`config.mk`:
```
export PLATFORM = sky130hd
export DESIGN_NAME = parity_accum
export DESIGN_NICKNAME = d
export VERILOG_FILES = /design/src/rtl/parity_accum.sv
export SDC_FILE = /design/constraint.sdc
export NUM_CORES = 1
export LEC_CHECK = 0
export ABC_AREA = 0
export CORE_AREA = 2 2 39 41
export DETAILED_ROUTE_END_ITERATION = 16
export DIE_AREA = 0 0 41 43
export DONT_BUFFER_PORTS = 1
export SYNTH_ARGS = -nofsm -noshare
export SYNTH_HDL_FRONTEND = slang
export SYNTH_SLANG_ARGS = --single-unit
```
`constraint.sdc`:
```
create_clock -name clk -period 1.2 [get_ports clk]
set_input_delay 0.24 -clock clk [delete_from_list [all_inputs] [get_ports clk]]
set_output_delay 0.24 -clock clk [all_outputs]
set_load 0.005 [all_outputs]
```
`src/rtl/parity_accum.sv`:
```
// Frame accumulator: LSB-first shift register, running XOR of the
// accepted data bits and a count of bits collected so far.
module parity_accum #(
    parameter int DATA_W = 8,
    parameter int CNT_W  = $clog2(DATA_W + 1)
) (
    input  logic              clk,
    input  logic              reset,
    input  logic              clr,
    input  logic              en,
    input  logic              w,
    output logic [DATA_W-1:0] word,
    output logic              xor_acc,
    output logic [CNT_W-1:0]  cnt
);

    localparam int IDX_W = $clog2(DATA_W);

    // Place each accepted bit at the current index and fold it into the parity
    always_ff @(posedge clk) begin
        if (reset) begin
            word    <= '0;
            xor_acc <= 1'b0;
            cnt     <= '0;
        end else if (clr) begin
            xor_acc <= 1'b0;
            cnt     <= '0;
        end else if (en) begin
            word[cnt[IDX_W-1:0]] <= w;
            xor_acc              <= xor_acc ^ w;
            cnt                  <= cnt + CNT_W'(1);
        end
    end

endmodule

```
==> Word-level counts from Yosys, hierarchy flattened <==
Cells that the tools add are included.
{ "word_totals": {"elab_cells": 14, "output_inout_bits": 13, "ff_bits": 13} }
{ "classes": {"bitwise": 2, "magnitude_cmp": 2, "muxes": 3, "reduce_logical": 3, "add_sub_neg": 1} }
{ "ops": {"columns": ["operator", "n"], "rows": [
  ["bitwise mux 8 bit", 1],
  ["adder 4 x 1 -> 4 bit, second input constant", 1],
  ["less-than comparator 3 x 4 -> 1 bit, second input constant", 1],
  ["demux 1 bit (select 3 bit)", 1],
  ["greater-or-equal comparator 3 x 1 -> 1 bit, second input constant", 1],
  ["AND reduction 2 bit", 1],
  ["OR reduction 2 bit", 1],
  ["logical AND 1 bit", 1],
  ["two-way mux 1 bit", 1],
  ["NOT 1 bit", 1],
  ["bitwise XOR 1 bit", 1]
]} }

==> Depth between registers and ports, before layout <==
{ "depth": {"ltp_word": 5, "mapped_depth": 4, "mapped_depth_nobuf": 4} }

==> Worst setup path after synthesis <==
No wires, ideal clock.
{ "synth_path": {"path_kind": "register -> register", "startpoint": "register cnt[0]", "endpoint": "register word[7]", "setup_slack_ns": 0.174, "synth_period_minus_slack_ns": 1.026, "setup_ns": 0.129, "stages_incl_launch_ff": 4, "arrival_ns": 0.897, "required_ns": 1.071, "cell_sequence": "dfxtp_1 > and3b_2 > nand3_1 > mux2i_1"} }
{ "synth_between": {"elab_chain_len": 5, "elab_cells_between_ends": 6, "classes_between": "2 x order compare; 3 x mux; 1 x reduce/logical"} }
{ "synth_lines": {"columns": ["item", "line", "source"], "rows": [
  ["from (decl)", "14", "output logic [CNT_W-1:0] cnt"],
  ["from (signal assigned)", "31", "cnt <= cnt + CNT_W'(1);"],
  ["less-than comparator 3 x 4 -> 1 bit (implied by the code) or greater-or-equal comparator 3 x 1 -> 1 bit (tied branches)", "29", "word[cnt[IDX_W-1:0]] <= w;"],
  ["logical AND 1 bit (implied by the code)", "29", null],
  ["two-way mux 1 bit (implied by the code)", "29", null],
  ["demux 1 bit (select 3 bit) *", "29", null],
  ["bitwise mux 8 bit *", "29", null],
  ["to (signal, indexed assignment)", "29", null],
  ["to (decl)", "12", "output logic [DATA_W-1:0] word,"]
]} }
Every way passes the cells marked *; elsewhere a longest branch is shown, timed or not.
A chain may end at the register's enable or synchronous reset.

==> Final worst setup path <==
{ "layout_path": {"startpoint": "register cnt[0]", "endpoint": "register word[5]"} }
Same word-level chain as after synthesis.

==> results.cfg <==
[global_routing]
grt_pass1_vias = 395
met1_usage = 0.181
gr-usage-met3 = 0.0366
grt_use_total = 0.148
grt.overflow.total = 0
met2_usage = 0.206
grt_pass1_wl_mm = 1.72
grt-busiest-layer = met2
grt_antenna_before_repair = 0
grt_max_degree = 15

[timing]
finalHoldViolCount = 0
setup_violations = 0
rsz0062_at_grt = false
fmax_ghz = 0.914
fin_setup_tns_ns = 0
min_period_ns = 1.09
max_slew_margin = 0.768
period_share = 0.912
skew_ns = 0.00484
drv_slew = 0
setup_ws_ns = 0.106
tightest_slew_ns = 0.347

[layout]
diodes = 0
drive_gt1_frac = 0.0984
final_cell_mix = dfxtp_1, nand2b_1, mux2i_1
area_growth_pct = 5.04
fin_area_um2 = 626
nets = 68
fin_util = 0.452
final_common_cell = dfxtp_1

[die]
coreArea_mm2 = 0.00138
rows = 14
io_pins = 18
die_h_um = 43
initial_core_util = 0.430
die_width_um = 41
die_area_mm2 = 0.00176

[place]
dpl.hpwl_um = 692
place_ws_ns = 0.104
place.gp.congestion = 0.721
placed_area_um2 = 599
portBuffers = 0

[critical_path]
setup.worst_path.class = reg -> reg
critPathCaptureType = register
worstPathArrival_ns = 1.25
cp.required_ns = 1.36
critPathMaxFanout = 6
worst_setup_path_start_kind = register

[yosys]
synth_top_area_frac = 0.437
avgSynthCellArea_um2 = 9.93
netlist_instances = 60
synth-xor-area-share = 0.0588
yosysTopAreaCell = dfxtp_1
ys_ff_latch = 13
yosys.area_share.simple = 0.292
synth.area.top_cells = dfxtp_1, mux2i_1, nand2b_1, xor2_1, nor3_1
ys_warn_count = 0
synth_compound_area_frac = 0
synth_cell_type_count = 18
synth_mux_area_frac = 0.151
synth-adder-area-share = 0.0210
ys_seq_area_frac = 0.437
synth_top_family_by_area = simple AND/OR/NAND/NOR gates
synth_area_um2 = 596
syn_nets = 66

[clock_network]
insertion_delay_ns = 0.27
clkSinkCount = 13
cts_buffers = 3
cts_resized = 0
cts_tree = built
clk_pin_slew_ns = 0.08
clockRootBuffer = clkbuf_4
clockBufferDepth = 2
ctsHoldBuffers = 0
htree_num_levels = 1
post-cts-setup-buffers = 0

[power_and_ir_drop]
power.density_mw_per_mm2 = 1190
irDropWorstVdd_mv = 0.796
finalPower_uw = 745
leakage_nw = 0.272

[drt]
num_vias = 395
drtPass1Iterations = 4
drtIter0Drc = 6
antenna_left = 0
route.detailed.drc = 0
drt_wl_total_um = 994
wl_per_cell_um = 12.9
vias_per_cell = 5.13

[job]
drv_cap = 0

[worst_hold_path]
hp-class = in -> reg

[status]
status = finished, final reports clean
kinds of logic after synthesis:
family,after synthesis
adder cells (fa/ha/maj),1
XOR/XNOR,4
flip-flops,13
AND/OR/NAND/NOR,29
multiplexers,9
buffers and inverters,4
where the power goes:
part / switching [mW] / internal, mW / total (mW)
Combinational: 0.0133 / 0.0207 / 0.0341
Sequential: 0.00787 / 0.437 / 0.445
Clock: 0.137 / 0.129 / 0.266
per-stage QoR:
stage	hold slack, ns	cells
finish	0.0361	77
global route	0.0241	77
CTS	0.0219	77
detailed placement	0.320	73
global placement	0.319	73
floorplan	0.317	60
critical path, stage by stage, from the launching register on:
cell and delay, ns:
dfxtp_1 0.49, and3b_2 0.27, nand3b_1 0.10, mux2i_1 0.13
final timing paths:
check                             start  slack (ns)  endpoint  cells past startpoint
worst max-delay path             cnt[0]        0.11   word[5]                      3
worst min register to register  word[4]        0.50   word[4]                      2
worst max register to register   cnt[0]        0.11   word[5]                      3
worst min-delay path                clr        0.04    cnt[0]                      1
synth_stat cells, drive strengths merged:
cell type / n
clkbuf: 2
nor2b: 1
nor2: 1
nor3: 5
xor2: 3
buf: 2
dfxtp: 13
xnor2: 1
nor3b: 1
nand2b: 9
ha: 1
nand3b: 2
and3b: 1
mux2i: 9
nand4: 1
nand2: 6
nand3: 2
flip-flops by register name (all words and copies together), names as in the netlist:
signal and count:
cnt 4, word 8, xor_acc 1
layout make-up:
class	count	area, µm²
timing repair buffer	1	7.51
sequential	13	260
multi-input combinational	43	312
tap	16	20.0
clock buffer	4	26.3
fill	134	758
metal layers:
metal | share of wire | wire [µm]
met3 | 0.065 | 65
met4 | 0.018 | 18
met5 | 0 | 0
met2 | 0.45 | 445
met1 | 0.47 | 464
Power figures use the tool's default switching activity.
==> edit (same settings) <==
Set the parameter `DATA_W` to 4 (it was 8).
--- a/src/rtl/parity_accum.sv
+++ b/src/rtl/parity_accum.sv
@@ -3,3 +3,3 @@
 module parity_accum #(
-    parameter int DATA_W = 8,
+    parameter int DATA_W = 4,
     parameter int CNT_W  = $clog2(DATA_W + 1)
Ports: changed (resized cnt and word); port bits go from 18 to 13. The function was not compared with the original's and may differ.
==> edit against the unedited design <==
Cell count down 25%; synthesized area down 31%; worst setup slack better by 35 ps; count of clock-buffer cells in the layout down 1; hold slack better by 100 ps; synthesized cell count down 35%; routed wire length down 29%; design area down 28%; critical path depth up 1; die area unchanged; via count down 29%; total power down 31%; maximum frequency up 3.3%; sequential cell count down 5; critical path type unchanged; critical endpoint is now cnt[1]$_SDFFE_PP0P_.
==> edit: results (changes against the unedited design) <==
| Metric | Value |
|---|---|
| Leak | 0.1902 nW (-30%) |
| Post-DP HPWL | 532 um (-23%) |
| Max FO, Critical Path | 5 (-1) |
| Top sig layer | met3 |
| First-pass detailed-route iteration total | 3 (-1) |
| Register area share after synthesis | 38.91% (-4.8 points) |
| Critical path startpoint | cnt[1]$_SDFFE_PP0P_ |
| Switching pwr | 0.1082 mW (-32%) |
| GRT Util Overall | 10.91% (-3.9 points) |
| Most common library cells after synthesis | dfxtp_1, nand3b_1, mux2i_1, nand2b_1, ha_1 |
| Status | complete, no violations |
| Met2 WL post-DR | 327 um (-27%) |
| Worst slew pin tran | 180.5 ps (-166.3 ps) |
| H-Tree Depth | 1 (unchanged) |
| Vias per inst | 4.845 (-5.6%) |
| Final Net Count | 53 (-22%) |
| WL met3 | 68 um (+4.6%) |
| WL per Instance | 12.09 um (-6.4%) |
| Distinct cell type count after synthesis | 13 (-5) |
| Top flop regs | word x4, cnt x3, xor_acc x1 |
| Vias in the first global route | 284 (-28%) |
| First-pass GRT wire length | 1228 um (-29%) |
| Largest net degree at the start of global routing | 11 (-4) |
| Worst skew pair latency | 250 ps (-20 ps) |
| Layout cells sized above 1 | 11.90% (+2.1 points) |
| Placer Congestion | 0.6805 (-5.6%) |
| Synth Net Count | 48 (-27%) |
| Top cells by area, synth | dfxtp_1, ha_1, mux2i_1 |
| Number of DRC markers in iteration 0 | 4 (-2) |
| Hold wc startpoint | en |
| Clk slew on worst S/H paths | 50 ps (-30 ps) |
| Fillers | 147 (+9.7%) |
| WL met1 | 306 um (-34%) |
| IR drop worst, VDD | 0.4687 mV (-41%) |
| Clock skew | 5.734 ps (+0.8898 ps) |
[edit: changes by cell type after synthesis, sizes merged, moves of 3 or more]
| cell | before | now |
|---|---|---|
| dfxtp | 13 | 8 |
| ha | 1 | 4 |
| mux2i | 9 | 5 |
| nand2 | 6 | 0 |
| nand2b | 9 | 5 |
| nand3b | 2 | 6 |
| nor3 | 5 | 0 |
| xor2 | 3 | 0 |
[edit: kinds of logic (layout without fill, tap and decap cells)]
kind of cell	after synthesis	in the layout	share of synthesized area (%)
mux	5	5	12.16
flops	8	8	38.90
xor+xnor	1	1	2.128
simple gates	14	14	21.89
buf+inv	3	6	4.560
compound gates	4	4	8.206
fa+ha+maj	4	4	12.16
[edit: metrics by stage]
step	total power, mW	instances	instance area, sq um	hold WS [ps]	setup slack, ps
finish	0.5140	58	450.4	136.3	141.1
global route	0.5352	58	450.4	166.5	53.89
CTS	0.5226	58	450.4	128.8	123.8
detailed placement	0.3174	55	427.9	390.7	133.6
global placement	0.3170	55	427.9	385.5	148.0
floorplan	0.3163	39	411.6	419.4	171.0
[edit: area by class of cell]
class	count	area, sq um	share of cell area, %
clock buffers	3	22.52	5.000
inverters	2	7.507	1.667
multi-input cells	28	232.7	51.67
flip-flops and latches	8	160.2	35.56
well taps	16	20.02	4.444
repair buffers	1	7.507	1.667
[edit: final timing paths]
kind	endpoint	slack, ps	cells past startpoint
setup reg to reg	cnt[1]$_SDFFE_PP0P_	140	4
setup / recovery	cnt[1]$_SDFFE_PP0P_	140	4
hold / removal	cnt[0]$_SDFFE_PP0P_	140	2
hold reg to reg	word[0]$_SDFFE_PP0P_	500	2
[edit: power by group through the flow]
stage | logic [mW] | clock network, mW | registers (mW)
finish | 0.0337 | 0.203 | 0.277
global placement | 0.0340 | 0 | 0.283
CTS | 0.0348 | 0.211 | 0.277
detailed placement | 0.0346 | 0 | 0.283
global route | 0.0389 | 0.218 | 0.278
floorplan | 0.0336 | 0 | 0.283
[edit: layer usage]
| metal | GRT usage [%] | vias to the layer above |
|---|---|---|
| li1 | - | 138 |
| met3 | 6.283 | 0 |
| met5 | 0 | - |
| met2 | 13.44 | 9 |
| met4 | 8.000 | 0 |
| met1 | 13.44 | 134 |
[edit: worst register-to-register path: stages (launching register included)]
cell,delay (ps)
dfxtp_1,400
inv_1,80
ha_1,270
mux2i_1,140
nor2_1,50
